**config.mk**
```make
export PLATFORM = sky130hd
export DESIGN_NAME = display_scan_controller
export DESIGN_NICKNAME = d
export VERILOG_FILES = /design/src/rtl/display_pkg.sv /design/src/rtl/seg7_decoder.sv /design/src/rtl/display_scan_controller.sv
export SDC_FILE = /design/constraint.sdc
export NUM_CORES = 1
export LEC_CHECK = 0
export CORE_ASPECT_RATIO = 0.6
export CORE_MARGIN = 5
export CORE_UTILIZATION = 30
export CTS_BUF_LIST = sky130_fd_sc_hd__clkbuf_8
export DETAILED_ROUTE_END_ITERATION = 7
export GPL_TIMING_DRIVEN = 0
export HOLD_SLACK_MARGIN = 0.12
export PLACE_DENSITY = 0.57
export SLEW_MARGIN = 0
export SYNTH_ARGS = -nofsm -noshare
export SYNTH_HDL_FRONTEND = slang
export SYNTH_HIERARCHICAL = 1
export SYNTH_SLANG_ARGS = --single-unit
```
**constraint.sdc**
```tcl
create_clock -name clk -period 6.1 [get_ports clk]
set_clock_uncertainty 0.2 [all_clocks]
set_input_delay 0.61 -clock clk [delete_from_list [all_inputs] [get_ports clk]]
set_output_delay 0.61 -clock clk [all_outputs]
set_load 0.02 [all_outputs]
```
**src/rtl/display_pkg.sv**
```systemverilog
// Shared constants for the six-digit multiplexed time display: digit slots,
// blink field encodings and active-high 7-segment patterns in {g..a} order.
package display_pkg;

  localparam int NUM_DIGITS = 6;

  localparam logic [2:0] IDX_SEC_ONES = 3'd0;
  localparam logic [2:0] IDX_SEC_TENS = 3'd1;
  localparam logic [2:0] IDX_MIN_ONES = 3'd2;
  localparam logic [2:0] IDX_MIN_TENS = 3'd3;
  localparam logic [2:0] IDX_HR_ONES  = 3'd4;
  localparam logic [2:0] IDX_HR_TENS  = 3'd5;

  typedef enum logic [1:0] {
    BLINK_NONE = 2'd0,
    BLINK_SEC  = 2'd1,
    BLINK_MIN  = 2'd2,
    BLINK_HR   = 2'd3
  } blink_sel_e;

  localparam logic [6:0] SEG_DIGIT [0:9] = '{
    7'h3F, 7'h06, 7'h5B, 7'h4F, 7'h66,
    7'h6D, 7'h7D, 7'h07, 7'h7F, 7'h6F
  };
  localparam logic [6:0] SEG_DASH = 7'h40;

  // True when the digit slot belongs to the selected blink field.
  function automatic logic in_blink_field(input logic [2:0] idx, input blink_sel_e sel);
    case (sel)
      BLINK_SEC: return (idx == IDX_SEC_ONES) || (idx == IDX_SEC_TENS);
      BLINK_MIN: return (idx == IDX_MIN_ONES) || (idx == IDX_MIN_TENS);
      BLINK_HR:  return (idx == IDX_HR_ONES)  || (idx == IDX_HR_TENS);
      default:   return 1'b0;
    endcase
  endfunction

endpackage

```
**src/rtl/seg7_decoder.sv**
```systemverilog
// Combinational BCD to active-high 7-segment decoder; non-decimal codes show a dash.
module seg7_decoder
  import display_pkg::*;
(
  input  logic [3:0] code,
  output logic [6:0] pattern
);

  always_comb begin
    pattern = SEG_DASH;
    case (code)
      4'd0: pattern = SEG_DIGIT[0];
      4'd1: pattern = SEG_DIGIT[1];
      4'd2: pattern = SEG_DIGIT[2];
      4'd3: pattern = SEG_DIGIT[3];
      4'd4: pattern = SEG_DIGIT[4];
      4'd5: pattern = SEG_DIGIT[5];
      4'd6: pattern = SEG_DIGIT[6];
      4'd7: pattern = SEG_DIGIT[7];
      4'd8: pattern = SEG_DIGIT[8];
      4'd9: pattern = SEG_DIGIT[9];
      default: pattern = SEG_DASH;
    endcase
  end

endmodule

```
**src/rtl/display_scan_controller.sv**
```systemverilog
// Scans six BCD time digits onto a multiplexed 7-segment display with per-frame
// snapshotting, field blinking and leading-zero blanking of the hours-tens digit.
module display_scan_controller
  import display_pkg::*;
#(
  parameter int SCAN_DIV     = 50000,
  parameter int BLINK_FRAMES = 60,
  parameter int ACTIVE_LOW   = 1
) (
  input  logic       clk,
  input  logic       rst,
  input  logic [3:0] sec_ones,
  input  logic [3:0] sec_tens,
  input  logic [3:0] min_ones,
  input  logic [3:0] min_tens,
  input  logic [3:0] hr_ones,
  input  logic [3:0] hr_tens,
  input  logic [1:0] blink_sel,
  input  logic       lz_blank,
  output logic [6:0] seg,
  output logic       dp,
  output logic [5:0] an,
  output logic       frame_start
);

  localparam int   PW  = $clog2(SCAN_DIV);
  localparam int   FW  = (BLINK_FRAMES > 1) ? $clog2(BLINK_FRAMES) : 1;
  localparam logic POL = (ACTIVE_LOW != 0);

  logic [PW-1:0] prescaler;
  logic [2:0]    idx;
  logic [FW-1:0] frame_cnt;
  logic          blink_phase;

  logic [NUM_DIGITS-1:0][3:0] snap_digit;
  blink_sel_e                 snap_blink;
  logic                       snap_lz;

  logic                       tick;
  logic [2:0]                 idx_next;
  logic                       new_frame;
  logic                       frame_wrap;
  logic [NUM_DIGITS-1:0][3:0] live_digit;
  logic [NUM_DIGITS-1:0][3:0] cur_digit;
  blink_sel_e                 cur_blink;
  logic                       cur_lz;
  logic                       cur_phase;
  logic [3:0]                 code;
  logic [6:0]                 pattern;
  logic                       blank;
  logic [6:0]                 seg_act;
  logic                       dp_act;
  logic [5:0]                 an_act;

  assign live_digit = {hr_tens, hr_ones, min_tens, min_ones, sec_tens, sec_ones};

  // The slot being loaded on a frame boundary must already see the new
  // snapshot and blink phase, so select the live values in that case.
  always_comb begin
    tick       = (prescaler == PW'(SCAN_DIV - 1));
    idx_next   = (idx == IDX_HR_TENS) ? IDX_SEC_ONES : idx + 3'd1;
    new_frame  = tick && (idx_next == IDX_SEC_ONES);
    frame_wrap = (frame_cnt == FW'(BLINK_FRAMES - 1));
    cur_digit  = new_frame ? live_digit : snap_digit;
    cur_blink  = new_frame ? blink_sel_e'(blink_sel) : snap_blink;
    cur_lz     = new_frame ? lz_blank : snap_lz;
    cur_phase  = (new_frame && frame_wrap) ? ~blink_phase : blink_phase;

    code = cur_digit[0];
    case (idx_next)
      IDX_SEC_TENS: code = cur_digit[1];
      IDX_MIN_ONES: code = cur_digit[2];
      IDX_MIN_TENS: code = cur_digit[3];
      IDX_HR_ONES:  code = cur_digit[4];
      IDX_HR_TENS:  code = cur_digit[5];
      default:      code = cur_digit[0];
    endcase

    blank = (cur_phase && in_blink_field(idx_next, cur_blink)) ||
            ((idx_next == IDX_HR_TENS) && cur_lz && (cur_digit[5] == 4'd0));

    seg_act = blank ? 7'h00 : pattern;
    dp_act  = !blank && ((idx_next == IDX_MIN_ONES) || (idx_next == IDX_HR_ONES));
    an_act  = blank ? 6'h00 : (6'b000001 << idx_next);
  end

  seg7_decoder u_dec (
    .code    (code),
    .pattern (pattern)
  );

  always_ff @(posedge clk) begin
    if (rst) begin
      prescaler   <= '0;
      idx         <= IDX_HR_TENS;
      frame_cnt   <= '0;
      blink_phase <= 1'b0;
      snap_digit  <= '0;
      snap_blink  <= BLINK_NONE;
      snap_lz     <= 1'b0;
      seg         <= {7{POL}};
      dp          <= POL;
      an          <= {6{POL}};
      frame_start <= 1'b0;
    end else begin
      prescaler   <= tick ? '0 : prescaler + PW'(1);
      frame_start <= new_frame;
      if (tick) begin
        idx <= idx_next;
        seg <= seg_act ^ {7{POL}};
        dp  <= dp_act ^ POL;
        an  <= an_act ^ {6{POL}};
      end
      if (new_frame) begin
        snap_digit  <= live_digit;
        snap_blink  <= blink_sel_e'(blink_sel);
        snap_lz     <= lz_blank;
        frame_cnt   <= frame_wrap ? '0 : frame_cnt + FW'(1);
        blink_phase <= cur_phase;
      end
    end
  end

endmodule
```
==> impl_metrics.py, run 1 <==
metrics = {
    "outcome": {
        "status": "finished clean",
    },
    "clock_network": {
        "clock_latency_ns": 0.34,
        "cts_buffer_depth": 2,
        "clkSlewWorstSetupHoldPaths_ns": 0.07,
        "cts_sinks": 68,
        "cts_tree": "yes",
        "cts_hold_buffers": 0,
        "h-tree-depth": 3,
        "numCtsBuffers": 9,
        "post_cts_resized": 0,
        "cts_root_buf": "clkbuf_8",
        "cts_setup_buffers": 0,
    },
    "timing": {
        "tightest_slew_ns": 0.6355,
        "slew_viol_final": 0,
        "min_period_ns": 3.650,
        "timing.final.crit_share_pct": 59.84,
        "hold_viol_final": 0,
        "relSlewSlack_pct": 57.47,
        "setup_violations": 0,
        "fin_tns_setup_ns": 0,
        "rsz0062_at_grt": "no",
        "fmax_ghz": 0.2740,
    },
    "routing": {
        "vias": 2828,
        "ant_nets": 0,
        "drt-total-wl_um": 8670,
        "drcViolationCount": 0,
        "via_per_inst": 4.927,
        "drt_iter0_drc": 115,
        "firstDrtPassIters": 4,
        "wl_per_cell_um": 15.10,
    },
    "grt": {
        "grtUsageTotal_pct": 14.13,
        "grt_antenna_before_repair": 0,
        "grt_pass1_wl_um": 14550,
        "grt_max_degree": 11,
        "grt-ovfl-total": 0,
        "grt_pass1_vias": 2900,
    },
    "setup_path": {
        "worstSetupPathType": "reg2reg",
        "r2r_cells": 13,
        "cp.arrival_ns": 3.67,
        "reg2reg_slack_ns": 2.45,
        "slowest_stage": "nor3_4",
        "required_ns": 6.12,
        "rr_endpoint": "seg[3]",
        "startpoint_type": "flop",
        "cp_cell_sequence": "ha_1 -> nand3_1 -> nand2b_1 -> nor3_4 -> buf_4 -> mux2i_1 -> a21oi_1 -> a22o_1 -> inv_1 -> ha_1 -> mux2_2 -> o22ai_1 -> a21oi_1",
        "reg2reg_from": "prescaler[0]",
        "critPathCaptureType": "flop",
        "worst_path_largest_cell_delay_ns": 0.44,
        "worstPathMaxFanout": 10,
    },
    "synthesis": {
        "synth_top_area_share_pct": 42.43,
        "synth_async_sr_flop_share_pct": 0,
        "synth_common_cells": "68 x dfxtp_1, 56 x nand2_1, 46 x nor2_1",
        "synth_cells": 377,
        "yosysWarnings": 6,
        "synth_top_area_cell": "dfxtp_1",
        "yosysMostFrequentCell": "dfxtp_1",
        "synth-simple-area-share_pct": 23.99,
        "synth-xor-area-share_pct": 4.641,
        "avgSynthCellArea_um2": 8.509,
        "synth_top_family_by_area": "simple AND/OR/NAND/NOR gates",
        "synth_edf_count": 0,
        "synthesis.nets": 414,
        "synth-compound-area-share_pct": 17.59,
        "synth.area.mux_share_pct": 3.900,
        "synth-seq-area-share_pct": 42.43,
        "ys_ff_latch": 68,
        "synth-main-ff-cell": "dfxtp_1",
        "synth-adder-area-share_pct": 3.120,
        "synth.area.top_cells": "dfxtp_1 42%, nand2_1 6.6%, a21oi_1 6.4%, nor2_1 5.4%, ha_1 3.1%",
        "synth_area_um2": 3208,
        "synth_cell_type_count": 54,
    },
    "power_and_ir_drop": {
        "seq_power_share_pct": 53.1,
        "power.leakage_nw": 1.453,
        "internal_power_w": 0.0006573,
        "p_clk_share_pct": 43.0,
        "power_frac_comb_pct": 4.0,
        "powerDensity_nw_per_um2": 210.7,
        "power_switching_w": 0.0001845,
        "ir_drop_mv": 0.1034,
        "switching_share_pct": 21.92,
    },
    "floorplan": {
        "fp.dieW_um": 143.5,
        "fp.dieH_um": 90.10,
        "start_util_pct": 30.49,
        "coreArea_um2": 10520,
        "die_area_um2": 12930,
        "io_pins": 44,
        "rows": 29,
    },
    "worst_hold_path": {
        "min_to": "snap_digit[4]",
        "hold_depth": 2,
        "holdCritPathClass": "reg2reg",
        "worstHoldStart": "snap_digit[4]",
    },
    "placed_design": {
        "place_congestion": 0.8152,
        "hpwl_um": 6515,
        "dp.cells": 559,
        "io_buffer_count": 43,
    },
    "final_layout": {
        "post-route-util_pct": 37.98,
        "area_growth_pct": 24.57,
        "drive_gt1_share_pct": 7.586,
        "antenna_cells": 0,
        "fin_nets": 468,
        "fill_cells": 1080,
        "final_cells": 574,
    },
    "job": {
        "max_cap_violations": 0,
    },
}
[cell usage in the layout, fill, tap and decap left out, types with 6 or more instances in the layout]
cell and count:
clkbuf_1 11, nor2_1 46, nor3_1 11, o22ai_1 6
a21oi_1 41, dfxtp_1 68, clkdlybuf4s50_1 43, mux2i_1 8
inv_1 14, clkbuf_8 10, xnor2_1 6, nand3_1 10
o21ai_0 10, nand2_1 56, ha_1 8, xor2_1 11
[kinds of logic after synthesis]
| group | after synthesis |
|---|---|
| AND/OR/NAND/NOR | 160 |
| buffers and inverters | 31 |
| flip-flops | 68 |
| XOR/XNOR | 17 |
| multiplexers | 11 |
| AO/OA/AOI/OAI | 82 |
| adder cells (fa/ha/maj) | 8 |
[final cells by class]
type | count | area (um2) | share of cell area, %
Clock inverter | 5 | 46.29 | 1.158
Tap cell | 139 | 173.9 | 4.352
Clock buffer | 10 | 137.6 | 3.444
Multi-Input combinational cell | 278 | 1708 | 42.74
Timing Repair Buffer | 43 | 430.4 | 10.77
Inverter | 12 | 45.04 | 1.127
Buffer | 19 | 93.84 | 2.348
Sequential cell | 68 | 1361 | 34.06
[stage by stage]
step	total power, W	cell area [um2]	setup WS (ns)	hold WS [ns]
floorplan	0.0004661	3208	3.067	0.2261
global placement	0.0004902	3812	2.541	0.2366
detailed placement	0.0004906	3812	2.454	0.2437
CTS	0.0008463	3996	2.437	0.2536
global route	0.0008730	3996	2.171	0.2768
finish	0.0008418	3996	2.450	0.2523
[power groups by stage]
| stage | sequential (W) | clock, W | combinational, W |
|---|---|---|---|
| after floorplan | 0.000457 | 0 | 0.00000934 |
| after detailed placement | 0.000457 | 0 | 0.0000335 |
| after global placement | 0.000457 | 0 | 0.0000333 |
| after global routing | 0.000447 | 0.000390 | 0.0000364 |
| after CTS | 0.000447 | 0.000366 | 0.0000337 |
| final | 0.000447 | 0.000362 | 0.0000334 |
[registers in the layout, summed over array words and instances, names as in the netlist]
name / cells
seg: 7
snap_digit: 24
an: 6
blink_phase: 1
frame_start: 1
snap_blink: 2
dp: 1
prescaler: 16
snap_lz: 1
idx: 3
frame_cnt: 6
[routing by layer]
layer / track usage, % / share of wire, %
met5: 0 / 0
met1: 20.10 / 51
met2: 20.53 / 42
met4: 2.978 / 0.20
met3: 5.037 / 6.3
[how the worst max path moves through the flow]
| stage | slack [ns] | start | cells past startpoint | end |
|---|---|---|---|---|
| finish | 2.45 | prescaler[0] | 13 | seg[3] |
| global route | 2.17 | prescaler[0] | 13 | seg[3] |
| CTS | 2.44 | prescaler[0] | 13 | seg[3] |
| detailed placement | 2.45 | prescaler[0] | 13 | seg[3] |
| global placement | 2.54 | prescaler[0] | 13 | seg[0] |
| floorplan | 3.07 | prescaler[0] | 13 | seg[0] |
[critical path: cells and delay by family (launching register included)]
kind                       cells  cell delay (ns)
AOI/OAI and AO/OA              4             0.82
adders and majority gates      2             0.40
buffers and inverters          2             0.41
DFF                            1             0.37
muxes                          2             0.38
and+or+nand+nor                3             0.97
Power figures use the tool's default switching activity.
==> run 2: changes to the inputs <==
--- a/config.mk
+++ b/config.mk
@@ -12,7 +12,7 @@
 export DETAILED_ROUTE_END_ITERATION = 7
 export GPL_TIMING_DRIVEN = 0
 export HOLD_SLACK_MARGIN = 0.12
-export PLACE_DENSITY = 0.57
+export PLACE_DENSITY = 0.59
 export SLEW_MARGIN = 0
 export SYNTH_ARGS = -nofsm -noshare
 export SYNTH_HDL_FRONTEND = slang
==> constraint.sdc (replaced) <==
create_clock -name clk -period 2.9 [get_ports clk]
set_clock_uncertainty 0.2 [all_clocks]
set_input_delay 0.29 -clock clk [delete_from_list [all_inputs] [get_ports clk]]
set_output_delay 0.29 -clock clk [all_outputs]
set_load 0.02 [all_outputs]
==> run 2 against run 1 <==
The run now ends with setup timing left. Combinational power rose by 140%. Wire length fell by 0.31%. Register-to-register slack got worse by 2.6 ns. Final area rose by 7.6%. Final cell count rose by 3.3%. Critical path depth fell by 1. Sequential share of layout area fell by 2.2 points. Largest cell class unchanged. Critical path type unchanged. Die area did not move. Worst hold slack improved by 0.0024 ns.
==> impl_metrics.py, run 2 (same netlist as run 1, synthesis figures left out) <==
metrics = {
    "setup_path": {
        "r2r_cells": 12,
        "reg2reg_slack_ns": -0.11,
        "worstSetupPathType": "reg2reg",
        "worstPathMaxFanout": 4,
        "critPathCaptureType": "flop",
        "required_ns": 2.98,
        "reg2reg_from": "prescaler[4]",
        "cp.arrival_ns": 3.09,
        "startpoint_type": "flop",
        "rr_endpoint": "seg[5]",
    },
    "clock_network": {
        "cts_buffer_depth": 2,
        "cts_root_buf": "clkbuf_8",
        "numCtsBuffers": 9,
        "h-tree-depth": 3,
        "clock_latency_ns": 0.35,
        "cts_sinks": 68,
        "clkSlewWorstSetupHoldPaths_ns": 0.07,
        "cts_hold_buffers": 0,
        "cts_tree": "yes",
    },
    "timing": {
        "hold_viol_final": 0,
        "fmax_ghz": 0.3325,
        "fin_ws_ns": -0.1076,
        "tightest_slew_ns": 0.6888,
        "rsz0062_at_grt": "yes",
        "min_period_ns": 3.008,
        "fin_tns_setup_ns": -0.5382,
        "slew_viol_final": 0,
        "relSlewSlack_pct": 53.91,
        "setup_violations": 7,
        "timing.hold.ws_ns": 0.2546,
        "timing.final.crit_share_pct": 103.7,
    },
    "power_and_ir_drop": {
        "internal_power_w": 0.001296,
        "p_clk_share_pct": 39.1,
        "power.leakage_nw": 1.595,
        "seq_power_share_pct": 56.2,
        "powerDensity_nw_per_um2": 388.9,
        "power_frac_comb_pct": 4.7,
        "power_switching_w": 0.0003766,
        "power_w": 0.001673,
        "ir_drop_mv": 0.2079,
        "switching_share_pct": 22.51,
    },
    "final_layout": {
        "drive_gt1_share_pct": 17.84,
        "multiInputGateArea_um2": 1863,
        "final_cell_mix": "64 x dfxtp_1, 56 x nand2_1, 46 x nor2_1",
        "area_growth_pct": 34.09,
        "final_common_cell": "dfxtp_1",
        "final_cells": 593,
        "ff_latch_area_um2": 1371,
        "fin_nets": 488,
        "post-route-util_pct": 40.88,
        "fill_cells": 1058,
        "antenna_cells": 0,
        "reg_top3": "snap_digit x24, prescaler x16, seg x7",
        "largest_register": "snap_digit",
        "largest_reg_flops": 24,
    },
    "placed_design": {
        "place_congestion": 0.8251,
        "io_buffer_count": 43,
        "dp.cells": 559,
        "hpwl_um": 6361,
    },
    "grt": {
        "grt-ovfl-total": 0,
        "grt_pass1_wl_um": 14620,
        "grt_pass1_vias": 2840,
        "grt_antenna_before_repair": 0,
        "grtUsageTotal_pct": 14.27,
        "grt_max_degree": 11,
    },
    "worst_hold_path": {
        "hold_depth": 1,
        "worstHoldStart": "prescaler[0]",
        "min_to": "prescaler[0]",
        "holdCritPathClass": "reg2reg",
    },
    "job": {
        "max_cap_violations": 0,
    },
    "routing": {
        "via_per_inst": 4.941,
        "drt_iter0_drc": 137,
        "firstDrtPassIters": 4,
        "wl_per_cell_um": 14.58,
        "route.met2.wl_um": 3403,
        "ant_nets": 0,
        "wl_met3_um": 629,
        "met1_length_um": 4441,
        "drt-total-wl_um": 8643,
        "drcViolationCount": 0,
        "route.top_layer_used": "met4",
        "vias": 2930,
    },
    "outcome": {
        "status": "finished, violations left",
        "violations": "setup timing",
    },
    "floorplan": {
        "die_area_um2": 12930,
        "start_util_pct": 30.49,
        "fp.dieW_um": 143.5,
        "rows": 29,
        "fp.dieH_um": 90.10,
        "coreArea_um2": 10520,
        "io_pins": 44,
    },
}
[run 2: changes by cell type in the layout (fill, tap and decap cells not counted), moves of 4 or more]
cell	change
buf_6	+4
mux2i_1	-5
inv_1	-4
mux2i_4	+4
dfxtp_1	-4
buf_4	+16
[run 2: through the flow]
| stage | setup WS [ns] | cell area [um2] |
|---|---|---|
| after global routing | -0.2364 | 4302 |
| after global placement | -0.5412 | 3834 |
| after floorplan | 0.01549 | 3229 |
| after detailed placement | -0.5651 | 3834 |
| after CTS | 0.007328 | 4213 |
| final | -0.1076 | 4302 |
[run 2: area by class of cell]
cell class | count | share of cell area, %
Timing Repair Buffer | 64 | 14.02
Buffer | 18 | 2.065
Clock inverter | 4 | 0.4363
Inverter | 12 | 1.047
Multi-Input combinational cell | 278 | 43.31
Tap cell | 139 | 4.043
Clock buffer | 10 | 3.200
Sequential cell | 68 | 31.88
[run 2: worst max path at each step]
| stage | start | end |
|---|---|---|
| global route | prescaler[4] | seg[5] |
| detailed placement | prescaler[11] | seg[3] |
| floorplan | prescaler[11] | seg[0] |
| CTS | prescaler[13] | seg[2] |
| finish | prescaler[4] | seg[5] |
| global placement | prescaler[11] | seg[3] |
[run 2: layer usage]
| metal | vias up | track usage [%] |
|---|---|---|
| li1 | 1461 | - |
| met1 | 1371 | 21.28 |
| met2 | 82 | 19.17 |
| met3 | 16 | 4.931 |
| met5 | - | 0 |
| met4 | 0 | 3.997 |
[run 2: critical path: stages, from the launching register on]
cell     delay (ns)
dfxtp_4        0.35
nor4_4         0.34
nand3_2        0.16
nor3_4         0.34
buf_6          0.16
mux2i_4        0.07
a22o_1         0.23
a22oi_2        0.31
inv_2          0.10
ha_2           0.20
nor2b_1        0.12
o31a_1         0.24
a21oi_1        0.11
[run 2: what timing repair did]
| item | 4_1_cts | 5_1_grt |
|---|---|---|
| setup endpoints to repair | 7 | 7 |
| gates cloned | 0 | 0 |
| pin swaps | 8 | 7 |
| endpoints found under the hold margin | 0 | 0 |
| buffers inserted | 15 | 6 |
| resized for setup | 33 | 10 |
[run 2: power groups by stage]
stage	Sequential, W	Clock (W)	Combinational, W
CTS	0.000940	0.000676	0.0000786
detailed placement	0.000961	0	0.0000723
floorplan	0.000961	0	0.0000198
global route	0.000940	0.000720	0.0000865
global placement	0.000961	0	0.0000712
finish	0.000940	0.000654	0.0000787
